[src/rtl/uart_pkg.sv]
// Shared UART definitions: FSM state encoding, baud divisor and vote helpers.
// Used by uart_receiver and, later, by the transmitter.
package uart_pkg;

  typedef enum logic [2:0] {
    IDLE   = 3'd0,
    START  = 3'd1,
    DATA   = 3'd2,
    PARITY = 3'd3,
    STOP   = 3'd4,
    BREAK  = 3'd5
  } state_t;

  // Clocks per oversample tick, rounded to nearest.
  function automatic int unsigned baud_div(input int unsigned clk_freq,
                                           input int unsigned baud,
                                           input int unsigned oversample);
    return (clk_freq + (baud * oversample) / 2) / (baud * oversample);
  endfunction

  function automatic logic majority3(input logic a, input logic b, input logic c);
    return (a & b) | (a & c) | (b & c);
  endfunction

endpackage

[src/rtl/uart_baud_tick.sv]
// Oversample tick divider: one-cycle tick every DIV clocks, phase reset by clr.
module uart_baud_tick #(
  parameter int unsigned DIV = 27
) (
  input  logic clk,
  input  logic rst,
  input  logic clr,
  output logic tick_c
);
  localparam int unsigned CW = (DIV > 1) ? $clog2(DIV) : 1;

  logic [CW-1:0] cnt;

  always_ff @(posedge clk) begin
    if (rst || clr) begin
      cnt <= '0;
    end else if (cnt == CW'(DIV - 1)) begin
      cnt <= '0;
    end else begin
      cnt <= cnt + CW'(1);
    end
  end

  assign tick_c = (cnt == CW'(DIV - 1));

endmodule

[src/rtl/uart_receiver.sv]
// Oversampling 8N1 UART receiver with valid/ready holding register and error pulses.
// Even parity stage is added when UART_RX_PARITY_EN is defined.
module uart_receiver
  import uart_pkg::*;
#(
  parameter int unsigned CLK_FREQ   = 50000000,
  parameter int unsigned BAUD       = 115200,
  parameter int unsigned OVERSAMPLE = 16,
  parameter int unsigned DATA_BITS  = 8
) (
  input  logic                 clk50,
  input  logic                 rst50,
  input  logic                 uart_rxd,
  output logic [DATA_BITS-1:0] rx_data,
  output logic                 rx_valid,
  input  logic                 rx_ready,
  output logic                 frame_err,
  output logic                 parity_err,
  output logic                 overrun,
  output logic                 busy
);
  localparam int unsigned DIV = baud_div(CLK_FREQ, BAUD, OVERSAMPLE);
  localparam int unsigned SW  = $clog2(OVERSAMPLE);
  localparam int unsigned IW  = $clog2(DATA_BITS);
  localparam int unsigned MID = OVERSAMPLE / 2 - 1;

  state_t               state;
  state_t               state_next;
  logic                 rx_meta;
  logic                 rxs;
  logic                 tick_c;
  logic [SW-1:0]        scnt;
  logic [IW-1:0]        idx;
  logic [DATA_BITS-1:0] shreg;
  logic                 v0;
  logic                 v1;
  logic                 vote_c;
  logic                 mid_c;
  logic                 wrap_c;
  logic                 start_c;
  logic                 shift_c;
  logic                 deliver_c;
  logic                 ferr_c;
`ifdef UART_RX_PARITY_EN
  logic                 par_chk_c;
  logic                 perr_c;
  logic                 par_bad;
`endif

  // Two-flop synchronizer, idles high.
  always_ff @(posedge clk50) begin
    if (rst50) begin
      rx_meta <= 1'b1;
      rxs     <= 1'b1;
    end else begin
      rx_meta <= uart_rxd;
      rxs     <= rx_meta;
    end
  end

  uart_baud_tick #(.DIV(DIV)) u_tick (
    .clk    (clk50),
    .rst    (rst50),
    .clr    (start_c),
    .tick_c (tick_c)
  );

  // Vote resolves on the tick after mid-bit, once all three samples exist.
  assign mid_c  = tick_c && (scnt == SW'(MID + 1));
  assign wrap_c = tick_c && (scnt == SW'(OVERSAMPLE - 1));
  assign vote_c = majority3(v0, v1, rxs);

  always_ff @(posedge clk50) begin
    if (rst50) begin
      state <= IDLE;
    end else begin
      state <= state_next;
    end
  end

  always_comb begin
    state_next = state;
    unique case (state)
      IDLE:   if (!rxs) state_next = START;
      START: begin
        if (mid_c && vote_c) state_next = IDLE;
        else if (wrap_c)     state_next = DATA;
      end
      DATA: begin
        if (wrap_c && (idx == IW'(DATA_BITS - 1))) begin
`ifdef UART_RX_PARITY_EN
          state_next = PARITY;
`else
          state_next = STOP;
`endif
        end
      end
      PARITY: if (wrap_c) state_next = STOP;
      STOP:   if (mid_c) state_next = vote_c ? IDLE : BREAK;
      BREAK:  if (rxs) state_next = IDLE;
      default: state_next = IDLE;
    endcase
  end

  always_comb begin
    start_c   = 1'b0;
    shift_c   = 1'b0;
    deliver_c = 1'b0;
    ferr_c    = 1'b0;
`ifdef UART_RX_PARITY_EN
    par_chk_c = 1'b0;
    perr_c    = 1'b0;
`endif
    unique case (state)
      IDLE: start_c = !rxs;
      DATA: shift_c = mid_c;
`ifdef UART_RX_PARITY_EN
      PARITY: par_chk_c = mid_c;
`endif
      STOP: begin
        if (mid_c) begin
          if (!vote_c) ferr_c = 1'b1;
`ifdef UART_RX_PARITY_EN
          else if (par_bad) perr_c = 1'b1;
`endif
          else deliver_c = 1'b1;
        end
      end
      default: ;
    endcase
  end

  // Bit timing, majority samples and LSB-first shift register.
  always_ff @(posedge clk50) begin
    if (rst50) begin
      scnt  <= '0;
      idx   <= '0;
      shreg <= '0;
      v0    <= 1'b1;
      v1    <= 1'b1;
    end else begin
      if (start_c) begin
        scnt <= '0;
        idx  <= '0;
      end else begin
        if (tick_c) scnt <= (scnt == SW'(OVERSAMPLE - 1)) ? '0 : scnt + SW'(1);
        if ((state == DATA) && wrap_c) idx <= idx + IW'(1);
      end
      if (tick_c && (scnt == SW'(MID - 1))) v0 <= rxs;
      if (tick_c && (scnt == SW'(MID)))     v1 <= rxs;
      if (shift_c) shreg <= {vote_c, shreg[DATA_BITS-1:1]};
    end
  end

`ifdef UART_RX_PARITY_EN
  always_ff @(posedge clk50) begin
    if (rst50) begin
      par_bad    <= 1'b0;
      parity_err <= 1'b0;
    end else begin
      if (start_c)        par_bad <= 1'b0;
      else if (par_chk_c) par_bad <= (vote_c != (^shreg));
      parity_err <= perr_c;
    end
  end
`else
  assign parity_err = 1'b0;
`endif

  // Holding register; a deliver into a full, unconsumed register is an overrun.
  always_ff @(posedge clk50) begin
    if (rst50) begin
      rx_data   <= '0;
      rx_valid  <= 1'b0;
      frame_err <= 1'b0;
      overrun   <= 1'b0;
      busy      <= 1'b0;
    end else begin
      busy      <= (state_next != IDLE);
      frame_err <= ferr_c;
      overrun   <= 1'b0;
      if (deliver_c && (!rx_valid || rx_ready)) begin
        rx_data  <= shreg;
        rx_valid <= 1'b1;
      end else begin
        if (rx_valid && rx_ready) rx_valid <= 1'b0;
        if (deliver_c)            overrun  <= 1'b1;
      end
    end
  end

endmodule

[config.mk]
export PLATFORM = sky130hd
export DESIGN_NAME = uart_receiver
export DESIGN_NICKNAME = d
export VERILOG_FILES = /design/src/rtl/uart_pkg.sv /design/src/rtl/uart_baud_tick.sv /design/src/rtl/uart_receiver.sv
export SDC_FILE = /design/constraint.sdc
export NUM_CORES = 1
export LEC_CHECK = 0
export ABC_CLOCK_PERIOD_IN_PS = 4100
export BUFFER_PORTS_ARGS = -buffer_cell sky130_fd_sc_hd__buf_2
export CORE_MARGIN = 2
export CORE_UTILIZATION = 47
export DETAILED_ROUTE_END_ITERATION = 8
export GPL_ROUTABILITY_DRIVEN = 0
export GPL_TIMING_DRIVEN = 0
export PLACE_DENSITY = 0.7
export SKIP_LAST_GASP = 1
export SLEW_MARGIN = 20
export SYNTH_ARGS = -nofsm -noshare
export SYNTH_HDL_FRONTEND = slang
export SYNTH_SLANG_ARGS = --single-unit
[constraint.sdc]
create_clock -name clk50 -period 4.1 [get_ports clk50]
set_input_delay 0.205 -clock clk50 [delete_from_list [all_inputs] [get_ports clk50]]
set_output_delay 0.205 -clock clk50 [all_outputs]
set_load 0.02 [all_outputs]
==> flow_metrics.env <==
export IMPL_rrSetupSlack_ns=2.46
export IMPL_p_leak_uw=0.000887
export IMPL_area_growth_pct=14.0
export IMPL_grt_use_total_pct=17.7
export IMPL_hold_viol_final=0
export IMPL_reg2reg_depth=7
export IMPL_whs_ns=0.0975
export IMPL_crit_fanout=8
export IMPL_synth_edf_count=0
export IMPL_hp_class="input pin to register"
export IMPL_start_kind="register"
export IMPL_stdcell_count=264
export IMPL_antenna_found_initial=0
export IMPL_nFillCells=334
export IMPL_die_height_um=65.9
export IMPL_hp_start="uart_rxd"
export IMPL_tritoncts="yes"
export IMPL_synth_cell_types=45
export IMPL_p_sw_share_pct=19.9
export IMPL_finalSetupViolCount=0
export IMPL_clk_pin_slew_ns=0.08
export IMPL_p_sw_uw=147
export IMPL_ios=17
export IMPL_synth_simple_gate_area_share_pct=22.3
export IMPL_maxSlewViolCount=0
export IMPL_cts_made_buffers=5
export IMPL_synth_compound_area_share_pct=14.0
export IMPL_clock_sinks=39
export IMPL_place_inst=256
export IMPL_holdBufCountCts=0
export IMPL_worstHoldEndpoint="rx_meta"
export IMPL_fin_crit_sh_pct=40.0
export IMPL_wirelength_mm=3.40
export IMPL_synth_top_cell_area_share_pct=43.4
export IMPL_rsz0062_at_grt="false"
export IMPL_worst_pin_slew_ns=0.552
export IMPL_cts_buffer_depth=2
export IMPL_row_count=22
export IMPL_min_period_ns=1.64
export IMPL_synth_main_ff_cell="dfxtp_1"
export IMPL_drive_above_1_share_pct=19.4
export IMPL_grt_max_degree=13
export IMPL_fin_ws_ns=2.46
export IMPL_pre_cts_slack_ns=2.47
export IMPL_die_area_um2=4340
export IMPL_powerDensity_nw_per_um2=359
export IMPL_path_class="register to register"
export IMPL_synth_warnings=0
export IMPL_viasPerCell=5.37
export IMPL_yosysSeqAreaShare_pct=43.4
export IMPL_synth_most_common_cell="dfxtp_1"
export IMPL_end_kind="register"
export IMPL_ant_nets=0
export IMPL_synth_top_family_by_area="simple AND/OR/NAND/NOR gates"
export IMPL_p_clk_share_pct=44.0
export IMPL_cts_resized=0
export IMPL_status="complete, no violations"
export IMPL_async_flop_share_pct=0
export IMPL_synth_common_cells="dfxtp_1, nor2_1, a21oi_1, mux2i_1, nand2_1"
export IMPL_combPwrFrac_pct=3.6
export IMPL_skew_ns=0.00866
export IMPL_cts_setup_buffers=0
export IMPL_seq_area_um2=781
export IMPL_final_util_pct=56.1
export IMPL_overflow=0
export IMPL_ys_seq_elements=39
export IMPL_firstDrtPassIters=4
export IMPL_pwr_share_seq_pct=52.4
export IMPL_synth_cells=193
export IMPL_r2r_end="rx_data[1]"
export IMPL_synthMuxAreaShare_pct=6.67
export IMPL_syn_num_nets=204
export IMPL_yosys_top_cells_area="dfxtp_1, mux2i_1, nor2_1, ha_1, nand4_1"
export IMPL_synth_avg_cell_area_um2=9.33
export IMPL_clkLatencyLatePin_ns=0.29
export IMPL_worst_ep_arrival_time_ns=1.80
export IMPL_synth_xor_area_share_pct=2.43
export IMPL_synthAdderAreaFrac_pct=5.42
export IMPL_num_nets_final=226
export IMPL_hold_depth=2
export IMPL_diodes=0
export IMPL_cap_violations=0
export IMPL_relSlewSlack_pct=63.0
export IMPL_fin_tns_setup_ns=0
export IMPL_start_util_pct=49.2
export IMPL_num_vias=1417
export IMPL_wire_per_inst_um=12.9
export IMPL_fmax_mhz=609
export IMPL_coreArea_um2=3660
export IMPL_syn_area_um2=1800
export IMPL_multi_input_area_um2=918
export IMPL_drc=0
export IMPL_vdd_drop_max_v=0.000223
export IMPL_dp_hpwl_mm=2.39
export IMPL_yosys_area_top_type="dfxtp_1"
export IMPL_drt_initial_drc_count=119
export IMPL_place_port_buffers=15
export IMPL_grt_pass1_vias=1329
export IMPL_p_int_uw=590
export IMPL_root_buffer="clkbuf_8"
export IMPL_timing_rr_start="u_tick.cnt[0]"
export IMPL_grt_pass1_wl_mm=5.95
export IMPL_cp_required_ns=4.26
export IMPL_htreeDepth=2
export IMPL_dieWidth_um=65.9
power groups by stage:
stage	combinational [uW]	sequential [uW]	clock (uW)
global route	30.4	387	352
finish	26.6	386	325
global placement	26.5	395	0
detailed placement	26.8	395	0
CTS	26.9	386	337
floorplan	19.4	395	0
layout by cell type, fill, tap and decap left out, types with 6 or more instances in the layout:
cell      count
dfxtp_1      39
nor2_1       24
buf_2        21
mux2i_1      12
a21oi_1      12
nand2_1      11
nand4_1      10
o31ai_1       8
nand3_1       7
ha_1          7
inv_1         6
clkbuf_8      6
registers in the layout, indices dropped and copies added, names as in the netlist:
name / count
u_tick.cnt: 5
rx_valid: 1
idx: 3
overrun: 1
scnt: 4
state: 3
v1: 1
shreg: 8
rx_meta: 1
frame_err: 1
busy: 1
rx_data: 8
rxs: 1
v0: 1
through the flow:
| stage | area (um^2) | power, uW |
|---|---|---|
| finish | 2050 | 737 |
| global route | 2050 | 769 |
| CTS | 2050 | 750 |
| detailed placement | 1940 | 422 |
| global placement | 1940 | 421 |
| floorplan | 1800 | 414 |
worst max-delay path by stage:
| stage | startpoint | slack, ns | end |
|---|---|---|---|
| finish | u_tick.cnt[0] | 2.46 | rx_data[1] |
| global route | u_tick.cnt[0] | 2.31 | rx_data[2] |
| floorplan | u_tick.cnt[0] | 2.60 | busy |
| detailed placement | u_tick.cnt[0] | 2.47 | rx_data[1] |
| CTS | u_tick.cnt[0] | 2.46 | rx_data[1] |
| global placement | u_tick.cnt[0] | 2.48 | rx_data[6] |
layer usage:
| metal | wire, um | up-vias | global-route usage (%) |
|---|---|---|---|
| met5 | 0 | - | 0 |
| met1 | 1640 | 654 | 23.3 |
| met2 | 1600 | 32 | 27.4 |
| met4 | 21 | 0 | 7.81 |
| met3 | 142 | 2 | 4.09 |
| li1 | - | 729 | - |
kinds of logic (layout without fill, tap and decap cells):
logic type,count (synthesis),after routing
mux,12,12
flops,39,39
fa+ha+maj,8,8
xor+xnor,5,5
buf+inv,20,43
other cells,1,1
simple gates,73,73
compound gates,35,35
critical path, stage by stage (launching register included):
cell	delay, ns
dfxtp_1	0.34
inv_1	0.06
ha_1	0.15
and4b_1	0.19
buf_4	0.15
nand4_2	0.22
o31ai_1	0.30
a21oi_1	0.10
cell type report:
class / count / share of cell area (%)
buffer: 14 / 3.84
timing repair buffer: 15 / 3.66
multi-input combinational: 134 / 44.7
tap: 48 / 2.93
clock buffer: 6 / 4.02
sequential: 39 / 38.0
clock inverter: 2 / 1.71
inverter: 6 / 1.10
No activity file was read; power rests on OpenSTA's default activity.
